File: config.mk
export PLATFORM = sky130hd
export DESIGN_NAME = weight_skew_fifo
export DESIGN_NICKNAME = d
export VERILOG_FILES = /design/src/rtl/weight_skew_fifo.sv
export SDC_FILE = /design/constraint.sdc
export NUM_CORES = 2
export LEC_CHECK = 0
export BUFFER_PORTS_ARGS = -buffer_cell sky130_fd_sc_hd__buf_2
export CAP_MARGIN = 5
export CELL_PAD_IN_SITES_DETAIL_PLACEMENT = 1
export CELL_PAD_IN_SITES_GLOBAL_PLACEMENT = 2
export CORE_MARGIN = 2
export CORE_UTILIZATION = 49
export DETAILED_ROUTE_END_ITERATION = 12
export GPL_ROUTABILITY_DRIVEN = 0
export HOLD_SLACK_MARGIN = 0.08
export MAX_ROUTING_LAYER = met4
export PLACE_DENSITY = 0.78
export REMOVE_ABC_BUFFERS = 1
export SLEW_MARGIN = 20
export SYNTH_ARGS = -nofsm -noshare
export SYNTH_HDL_FRONTEND = slang
export SYNTH_SLANG_ARGS = --single-unit
File: constraint.sdc
create_clock -name clk -period 19.82 [get_ports clk]
set_clock_uncertainty 0.05 [all_clocks]
set_input_delay 1.982 -clock clk [delete_from_list [all_inputs] [get_ports clk]]
set_output_delay 1.982 -clock clk [all_outputs]
set_load 0.05 [all_outputs]
File: src/rtl/weight_skew_fifo.sv
// Weight staging buffer for the systolic array: loads rows via valid/ready and
// drains them aligned or diagonally skewed. Define WEIGHT_SKEW_FIFO_REPLAY_EN to add the keep/replay input.
module weight_skew_fifo #(
  parameter int unsigned NUM_COLS   = 16,
  parameter int unsigned DATA_WIDTH = 8,
  parameter int unsigned DEPTH      = 16
) (
  input  logic                           clk,
  input  logic                           reset,
  input  logic                           wr_valid,
  output logic                           wr_ready,
  input  logic [NUM_COLS*DATA_WIDTH-1:0] wr_data,
  input  logic                           start,
  input  logic                           stagger,
`ifdef WEIGHT_SKEW_FIFO_REPLAY_EN
  input  logic                           keep,
`endif
  output logic [NUM_COLS*DATA_WIDTH-1:0] rd_data,
  output logic [NUM_COLS-1:0]            col_valid,
  output logic [$clog2(DEPTH):0]         count,
  output logic                           busy,
  output logic                           done
);

  localparam int unsigned ROW_W = NUM_COLS * DATA_WIDTH;
  localparam int unsigned PTR_W = $clog2(DEPTH);
  localparam int unsigned CNT_W = PTR_W + 1;
  localparam int unsigned K_W   = $clog2(DEPTH + NUM_COLS);

  typedef enum logic [1:0] {S_IDLE, S_DRAIN, S_FIN} state_e;

  state_e             state_q, state_d;
  logic [PTR_W-1:0]   wr_ptr_q, wr_ptr_d, rd_ptr_q, rd_ptr_d;
  logic [CNT_W-1:0]   count_q, count_d, n_q, n_d;
  logic [K_W-1:0]     k_q, k_d;
  logic               stagger_q, stagger_d, keep_q, keep_d;
  logic [ROW_W-1:0]   rd_data_q, rd_data_d;
  logic [NUM_COLS-1:0] col_valid_q, col_valid_d;
  logic               wr_ready_q, wr_ready_d, busy_q, busy_d, done_q, done_d;
  logic               wr_en, keep_s, lane_act;
  logic [K_W-1:0]     last_k, lane_off;
  logic [PTR_W-1:0]   lane_row;
  logic [ROW_W-1:0]   mem_q [DEPTH];

`ifdef WEIGHT_SKEW_FIFO_REPLAY_EN
  assign keep_s = keep;
`else
  assign keep_s = 1'b0;
`endif

  // Final step index of the drain: N-1 aligned, N+NUM_COLS-2 skewed.
  assign last_k = stagger_q ? K_W'(n_q) + K_W'(NUM_COLS - 1) - K_W'(1)
                            : K_W'(n_q) - K_W'(1);

  always_comb begin
    state_d     = state_q;
    wr_ptr_d    = wr_ptr_q;
    rd_ptr_d    = rd_ptr_q;
    count_d     = count_q;
    n_d         = n_q;
    k_d         = k_q;
    stagger_d   = stagger_q;
    keep_d      = keep_q;
    rd_data_d   = '0;
    col_valid_d = '0;
    done_d      = 1'b0;
    wr_en       = 1'b0;
    lane_act    = 1'b0;
    lane_off    = '0;
    lane_row    = '0;
    unique case (state_q)
      S_IDLE: begin
        wr_en = wr_valid & wr_ready_q;
        if (wr_en) begin
          wr_ptr_d = wr_ptr_q + PTR_W'(1);
          count_d  = count_q + CNT_W'(1);
        end
        // A same-cycle write is counted into N.
        if (start) begin
          if (count_d == '0) begin
            state_d = S_FIN;
          end else begin
            n_d       = count_d;
            stagger_d = stagger;
            keep_d    = keep_s;
            k_d       = '0;
            state_d   = S_DRAIN;
          end
        end
      end
      S_DRAIN: begin
        for (int c = 0; c < NUM_COLS; c++) begin
          if (stagger_q) begin
            lane_off = k_q - K_W'(c);
            lane_act = (k_q >= K_W'(c)) && (lane_off < K_W'(n_q));
          end else begin
            lane_off = k_q;
            lane_act = k_q < K_W'(n_q);
          end
          lane_row = rd_ptr_q + PTR_W'(lane_off);
          if (lane_act) begin
            rd_data_d[c*DATA_WIDTH +: DATA_WIDTH] = mem_q[lane_row][c*DATA_WIDTH +: DATA_WIDTH];
            col_valid_d[c] = 1'b1;
          end
        end
        k_d = k_q + K_W'(1);
        if (k_q == last_k) begin
          state_d = S_FIN;
          if (!keep_q) begin
            rd_ptr_d = rd_ptr_q + PTR_W'(n_q);
            count_d  = count_q - n_q;
          end
        end
      end
      S_FIN: begin
        done_d  = 1'b1;
        state_d = S_IDLE;
      end
      default: state_d = S_IDLE;
    endcase
    wr_ready_d = (state_d == S_IDLE) && (count_d != CNT_W'(DEPTH));
    busy_d     = (state_d == S_DRAIN);
  end

  always_ff @(posedge clk or negedge reset) begin
    if (!reset) begin
      state_q     <= S_IDLE;
      wr_ptr_q    <= '0;
      rd_ptr_q    <= '0;
      count_q     <= '0;
      n_q         <= '0;
      k_q         <= '0;
      stagger_q   <= 1'b0;
      keep_q      <= 1'b0;
      rd_data_q   <= '0;
      col_valid_q <= '0;
      wr_ready_q  <= 1'b1;
      busy_q      <= 1'b0;
      done_q      <= 1'b0;
    end else begin
      state_q     <= state_d;
      wr_ptr_q    <= wr_ptr_d;
      rd_ptr_q    <= rd_ptr_d;
      count_q     <= count_d;
      n_q         <= n_d;
      k_q         <= k_d;
      stagger_q   <= stagger_d;
      keep_q      <= keep_d;
      rd_data_q   <= rd_data_d;
      col_valid_q <= col_valid_d;
      wr_ready_q  <= wr_ready_d;
      busy_q      <= busy_d;
      done_q      <= done_d;
    end
  end

  // Row storage needs no reset; pointers and count define its contents.
  always_ff @(posedge clk) begin
    if (wr_en) mem_q[wr_ptr_q] <= wr_data;
  end

  assign wr_ready  = wr_ready_q;
  assign rd_data   = rd_data_q;
  assign col_valid = col_valid_q;
  assign count     = count_q;
  assign busy      = busy_q;
  assign done      = done_q;

endmodule

==> After elaboration in Yosys (flattened, before gate mapping) <==
Memories as Yosys holds them, arrays and structs flattened.
Cells that the tools add are included.
{ "totals": {"regBits": 173, "latchBits": 0, "ram_bits": 2048, "rom_bits": 0, "in_bits": 133, "output_inout_bits": 152, "mem_count": 1} }
{ "op_classes": {"addsub": 39, "n_mul": 0, "n_div": 0, "order_cmp": 32, "n_eq_ne": 7, "shifts": 0, "mux": 113, "bitwise_logic": 2, "n_reduce_logical": 25} }
{ "mem_list": {"columns": ["name", "depth", "width", "rd", "rd_ports_with_merged_regs", "write_ports", "line", "text"], "rows": [
  ["mem_q", 16, 128, 16, 0, 1, "43", "logic [ROW_W-1:0] mem_q [DEPTH];"]
]} }
{ "ops": {"columns": ["operator", "count"], "rows": [
  ["128-bit two-way mux", 1],
  ["8-bit two-way mux", 16],
  ["4-bit two-way mux", 31],
  ["5-bit < comparator", 16],
  ["4-bit adder", 17],
  ["1-bit two-way mux", 52],
  ["5-bit by 4-bit >= comparator with 1-bit output (second input constant)", 8],
  ["5-bit by 4-bit subtractor with 5-bit output (second input constant)", 8],
  ["5-bit two-way mux", 6],
  ["5-bit by 3-bit >= comparator with 1-bit output (second input constant)", 4],
  ["5-bit case mux with 2 select lines", 2],
  ["5-bit by 3-bit subtractor with 5-bit output (second input constant)", 4],
  ["1-bit logical AND", 17],
  ["16-bit two-way mux", 1],
  ["5-bit by 1-bit subtractor with 5-bit output (second input constant)", 3],
  ["5-bit by 1-bit adder with 5-bit output (second input constant)", 2],
  ["5-bit by 1-bit >= comparator with 1-bit output (second input constant)", 2],
  ["5-bit by 2-bit >= comparator with 1-bit output (second input constant)", 2],
  ["5-bit by 2-bit subtractor with 5-bit output (second input constant)", 2],
  ["2-bit two-way mux", 3],
  ["3-bit AND reduction", 2],
  ["5-bit by 4-bit adder with 5-bit output (second input constant)", 1],
  ["5-bit == test", 1],
  ["5-bit zero test", 1],
  ["other kinds (12)", 16]
]} }

==> Logic depth before layout (Yosys ltp) <==
{ "depth": {"word_depth": 9, "mapped_depth": 15, "depth_no_buf": 11} }

==> Worst setup path before layout <==
Ideal clock, no wire load.
{ "synth_path": {"path_type": "input -> register", "start": "in wr_valid", "end": "mem mem_q[0][0] in the netlist's numbering, enable pin", "t_arrival_ps": 14532, "t_required_ps": 18841, "path_slack_ps": 4310, "stages": 4, "path_buffers": 1, "path_cell_list": "and2_1 clkbuf_1 nand2_1 nor4_1"} }
{ "synth_via": {"elab_chain_len": 4} }
{ "synth_lines": {"columns": ["item", "line", "text"], "rows": [
  ["start, declared", "10", "input logic wr_valid,"],
  ["1-bit AND", "73", "wr_en = wr_valid & wr_ready_q;"],
  ["1-bit two-way mux", "71", "unique case (state_q)"],
  ["1-bit two-way mux", "159", "if (wr_en) mem_q[wr_ptr_q] <= wr_data;"],
  ["1-bit two-way mux (not written as such)", "159", null],
  ["end, declared", "43", null]
]} }
Every way passes these cells.

==> Final worst setup path <==
{ "layout_path": {"start": "reg k_q[1]", "end": "reg rd_data_q[73] (netlist: rd_data[73])"} }
{ "layout_via": {"elab_chain_len": 7, "elab_cells_between_ends": 13, "classes_between": "add/sub (2); order compare (3); mux (6); reduce/logical (1); memory (1)"} }
{ "layout_lines": {"columns": ["item", "line", "text"], "rows": [
  ["start, declared", "35", "logic [K_W-1:0] k_q, k_d;"],
  ["start signal, assigned", "146", "k_q <= k_d;"],
  ["5-bit by 4-bit subtractor with 5-bit output", "94", "lane_off = k_q - K_W'(c);"],
  ["4-bit two-way mux or 5-bit < comparator (tied branches)", "93, 95", null],
  ["4-bit two-way mux or 1-bit logical AND (tied branches)", "71, 95", null],
  ["4-bit adder or 1-bit two-way mux (tied branches)", "100, 93", null],
  ["memory read 16 x 128 bit or 1-bit two-way mux (tied branches)", null, null],
  ["8-bit two-way mux *", "101", "if (lane_act) begin"],
  ["128-bit two-way mux *", "71", null],
  ["via rd_data_d[73]", "37", "logic [ROW_W-1:0] rd_data_q, rd_data_d;"],
  ["end signal, assigned", "149", "rd_data_q <= rd_data_d;"],
  ["end, declared", "37", null]
]} }
The timed path passes the listed nets; every way through them passes the cells marked *. The select of a mux whose other input is x is not followed.
A chain may end at the register's enable or synchronous reset.

==> key figures <==
Run status
  – Status: finished clean

Drt
  – Vias: 41.4k
  – DR iter-0 viols: 3872
  – DRC viols: 0
  – Vias per cell: 5.96
  – Routed wire length: 214000 µm
  – Routed Antenna Nets: 0
  – Post-DR wirelength/cell: 30.8 µm
  – Pre-antenna DRT Iters: 5

Clock network
  – TritonCTS buffer count: 217
  – # hold bufs at CTS: 0
  – Post-CTS Setup Repair Bufs: 0
  – TritonCTS clock tree: built
  – CTS resizes: 0
  – Sink Count: 2221
  – Root Driver: clkbuf_16
  – Clock transition at path regs: 60 ps
  – H-tree depth: 4
  – Worst-Skew Late Latency: 880 ps
  – Clock Path Buffers: 3

Timing
  – Slew @ Worst Pin: 1180 ps
  – Min Clock Period, post-route: 5890 ps
  – Maximum clock frequency: 170 MHz
  – Fin. Hold Viols: 0
  – Setup TNS: 0 ps
  – Slew HR: 21.3%
  – Unrepaired setup endpoints after global routing: no
  – Crit share post-route: 29.7%
  – Slew Viols, Final: 0
  – Setup violators final: 0

Worst setup path
  – Worst setup EP type: register
  – CP Class: reg2reg
  – Crit path buf inv count: 4
  – CP max stage delay: 1000 ps
  – Critical path's slowest cell: fa_4
  – Largest fanout on the critical path: 63
  – Worst path cell trace: inv_1 > ha_1 > nand2_1 > a21boi_0 > inv_1 > fa_4 > buf_4 > buf_4 > mux4_2 > mux4_2 > and2_1
  – CP top delay family: buffers and inverters
  – Worst Path Arrival: 6600 ps
  – CP Launch Type: register
  – CP required: 20540 ps

Floorplan
  – Initial Utilization: 49.4%
  – Die W: 423 µm
  – Row count: 153
  – Boundary pin count: 285
  – Full die area: 179000 µm²
  – DIE HEIGHT: 423 µm
  – Core box area: 174000 µm²

Logic synthesis
  – Post-synthesis simple-gate area fraction: 3.43%
  – Post-Syn Area per Cell: 21.7 µm²
  – Combinational family with the most area after synthesis: multiplexers
  – FFs w/ async S/R, synth: 7.79%
  – Mux cell area share after synthesis: 15.3%
  – Adder-cell share of the synthesized area: 1.44%
  – Post-synthesis xor/xnor area fraction: 0.978%
  – Seq/Total Area, Yosys: 76.6%
  – Syn Inst Count: 3957
  – Mapped Area: 85900 µm²
  – Synthesis Warnings: 0
  – Post-synth EDFFs: 2048
  – Synth Flop Type: edfxtp_1
  – Synthesized flop and latch total: 2221
  – Post-synthesis compound-gate area fraction: 1.24%
  – Yosys cell types: 59

Cells and area
  – Post-Route Utilization: 56.5%
  – Multi-input gate area: 19500 µm²
  – Area grow syn2layout: 14.4%
  – Sequential cell area: 65800 µm²
  – Layout cells sized above 1: 29.5%
  – Final-layout fill cell count: 14.9k
  – # nets final: 4625
  – Commonest non-fill, non-tap cell in the layout: edfxtp_1
  – Most frequent cells in the layout: 2048 x edfxtp_1, 574 x mux4_2, 283 x buf_2

Global route
  – Largest net degree at the start of global routing: 107
  – Initial antenna violation count: 47
  – Global-route wire length before repair: 313000 µm
  – Vias in the first global route: 44.8k
  – Grt ovf: 0
  – GRT Total Usage: 25.1%

Flow run
  – Number of max-cap violations: 0

Placement
  – I/O Buffers: 284
  – DPL Wire Length: 116000 µm

Min path
  – Worst Hold Class: reg2reg
path summary, 6_finish.rpt:
kind                            slack (ps)    from          end  depth (start not counted)
worst max-delay path                 13930  k_q[1]  rd_data[73]                         11
worst min-delay path                   560  n_q[4]       n_q[4]                          2
worst max register to register       13930  k_q[1]  rd_data[73]                         11
worst min register to register         560  n_q[4]       n_q[4]                          2
max in group asynchronous            16200   reset  rd_data[29]                          3
min in group asynchronous             1150   reset  rd_data[78]                          1
cell usage after synthesis (8+ instances only):
cell type / count / area (µm²)
clkbuf_1: 125 / 469
buf_2: 30 / 150
and3_1: 56 / 350
a21o_1: 20 / 150
edfxtp_1: 2048 / 61500
buf_1: 13 / 48.8
a211o_1: 8 / 70.1
nor2b_1: 18 / 113
o21ai_0: 21 / 105
mux4_2: 574 / 12900
nand2_1: 270 / 1010
inv_1: 52 / 195
nand3b_1: 57 / 428
xor2_1: 19 / 166
a22oi_1: 13 / 97.6
xnor2_1: 59 / 517
a211oi_1: 16 / 120
dfrtp_1: 172 / 4300
a21oi_1: 33 / 165
nor2_1: 19 / 71.3
ha_1: 89 / 1110
nand3_1: 66 / 330
mux2i_1: 12 / 120
and2_1: 71 / 444
routing by layer:
layer  vias to the layer above  wire, µm  track usage [%]
met5                         -         0                -
met4                         0      5440             7.41
met3                       308     11500             3.86
met2                      1321    108000             40.0
met1                     22600     88900             33.7
li1                      17200         -                -
cell families (layout without fill, tap and decap cells):
| kind of cell | Yosys count | count (layout) |
|---|---|---|
| AO/OA/AOI/OAI | 153 | 153 |
| XOR/XNOR | 87 | 87 |
| adder cells (fa/ha/maj) | 95 | 95 |
| buffers and inverters | 224 | 856 |
| flip-flops | 2221 | 2221 |
| multiplexers | 591 | 591 |
| other | 0 | 29 |
| AND/OR/NAND/NOR | 586 | 586 |
tightest hold or removal path, cell delays in order (launching register included):
cell,delay (ps)
dfrtp_1,400
nand2_1,70
o21ai_0,90
flip-flops by register name (all words and copies together), names as in the netlist:
| signal | flops |
|---|---|
| state_q | 2 |
| stagger_q | 1 |
| rd_data | 128 |
| k_q | 5 |
| col_valid | 16 |
| rd_ptr_q | 4 |
| wr_ready | 1 |
| n_q | 5 |
| mem_q | 2048 |
| busy | 1 |
| wr_ptr_q | 4 |
| done | 1 |
| count | 5 |
through the flow:
stage                     setup WS [ps]  cell area [µm²]  std cells  hold slack, ps
after floorplan                    4420            85300       3787             441
after global placement            13970            90700       6500             507
after detailed placement          13900            90800       6503             505
after CTS                         13870            98200       6914             537
after global routing              13610            98300       6934             577
final                             13930            98300       6943             557
area by class of cell:
| cell class | instances | share of cell area (%) |
|---|---|---|
| antenna | 29 | 0.0738 |
| clock buffer | 275 | 5.92 |
| clock inverter | 136 | 1.68 |
| inverter | 54 | 0.206 |
| multi-input combinational | 1512 | 19.9 |
| sequential | 2221 | 66.9 |
| tap | 2325 | 2.96 |
| timing repair buffer | 391 | 2.36 |
Power is left out: the tool's default activity adds up to more than one toggle a clock period on the data nets, which glitch-free logic cannot reach.
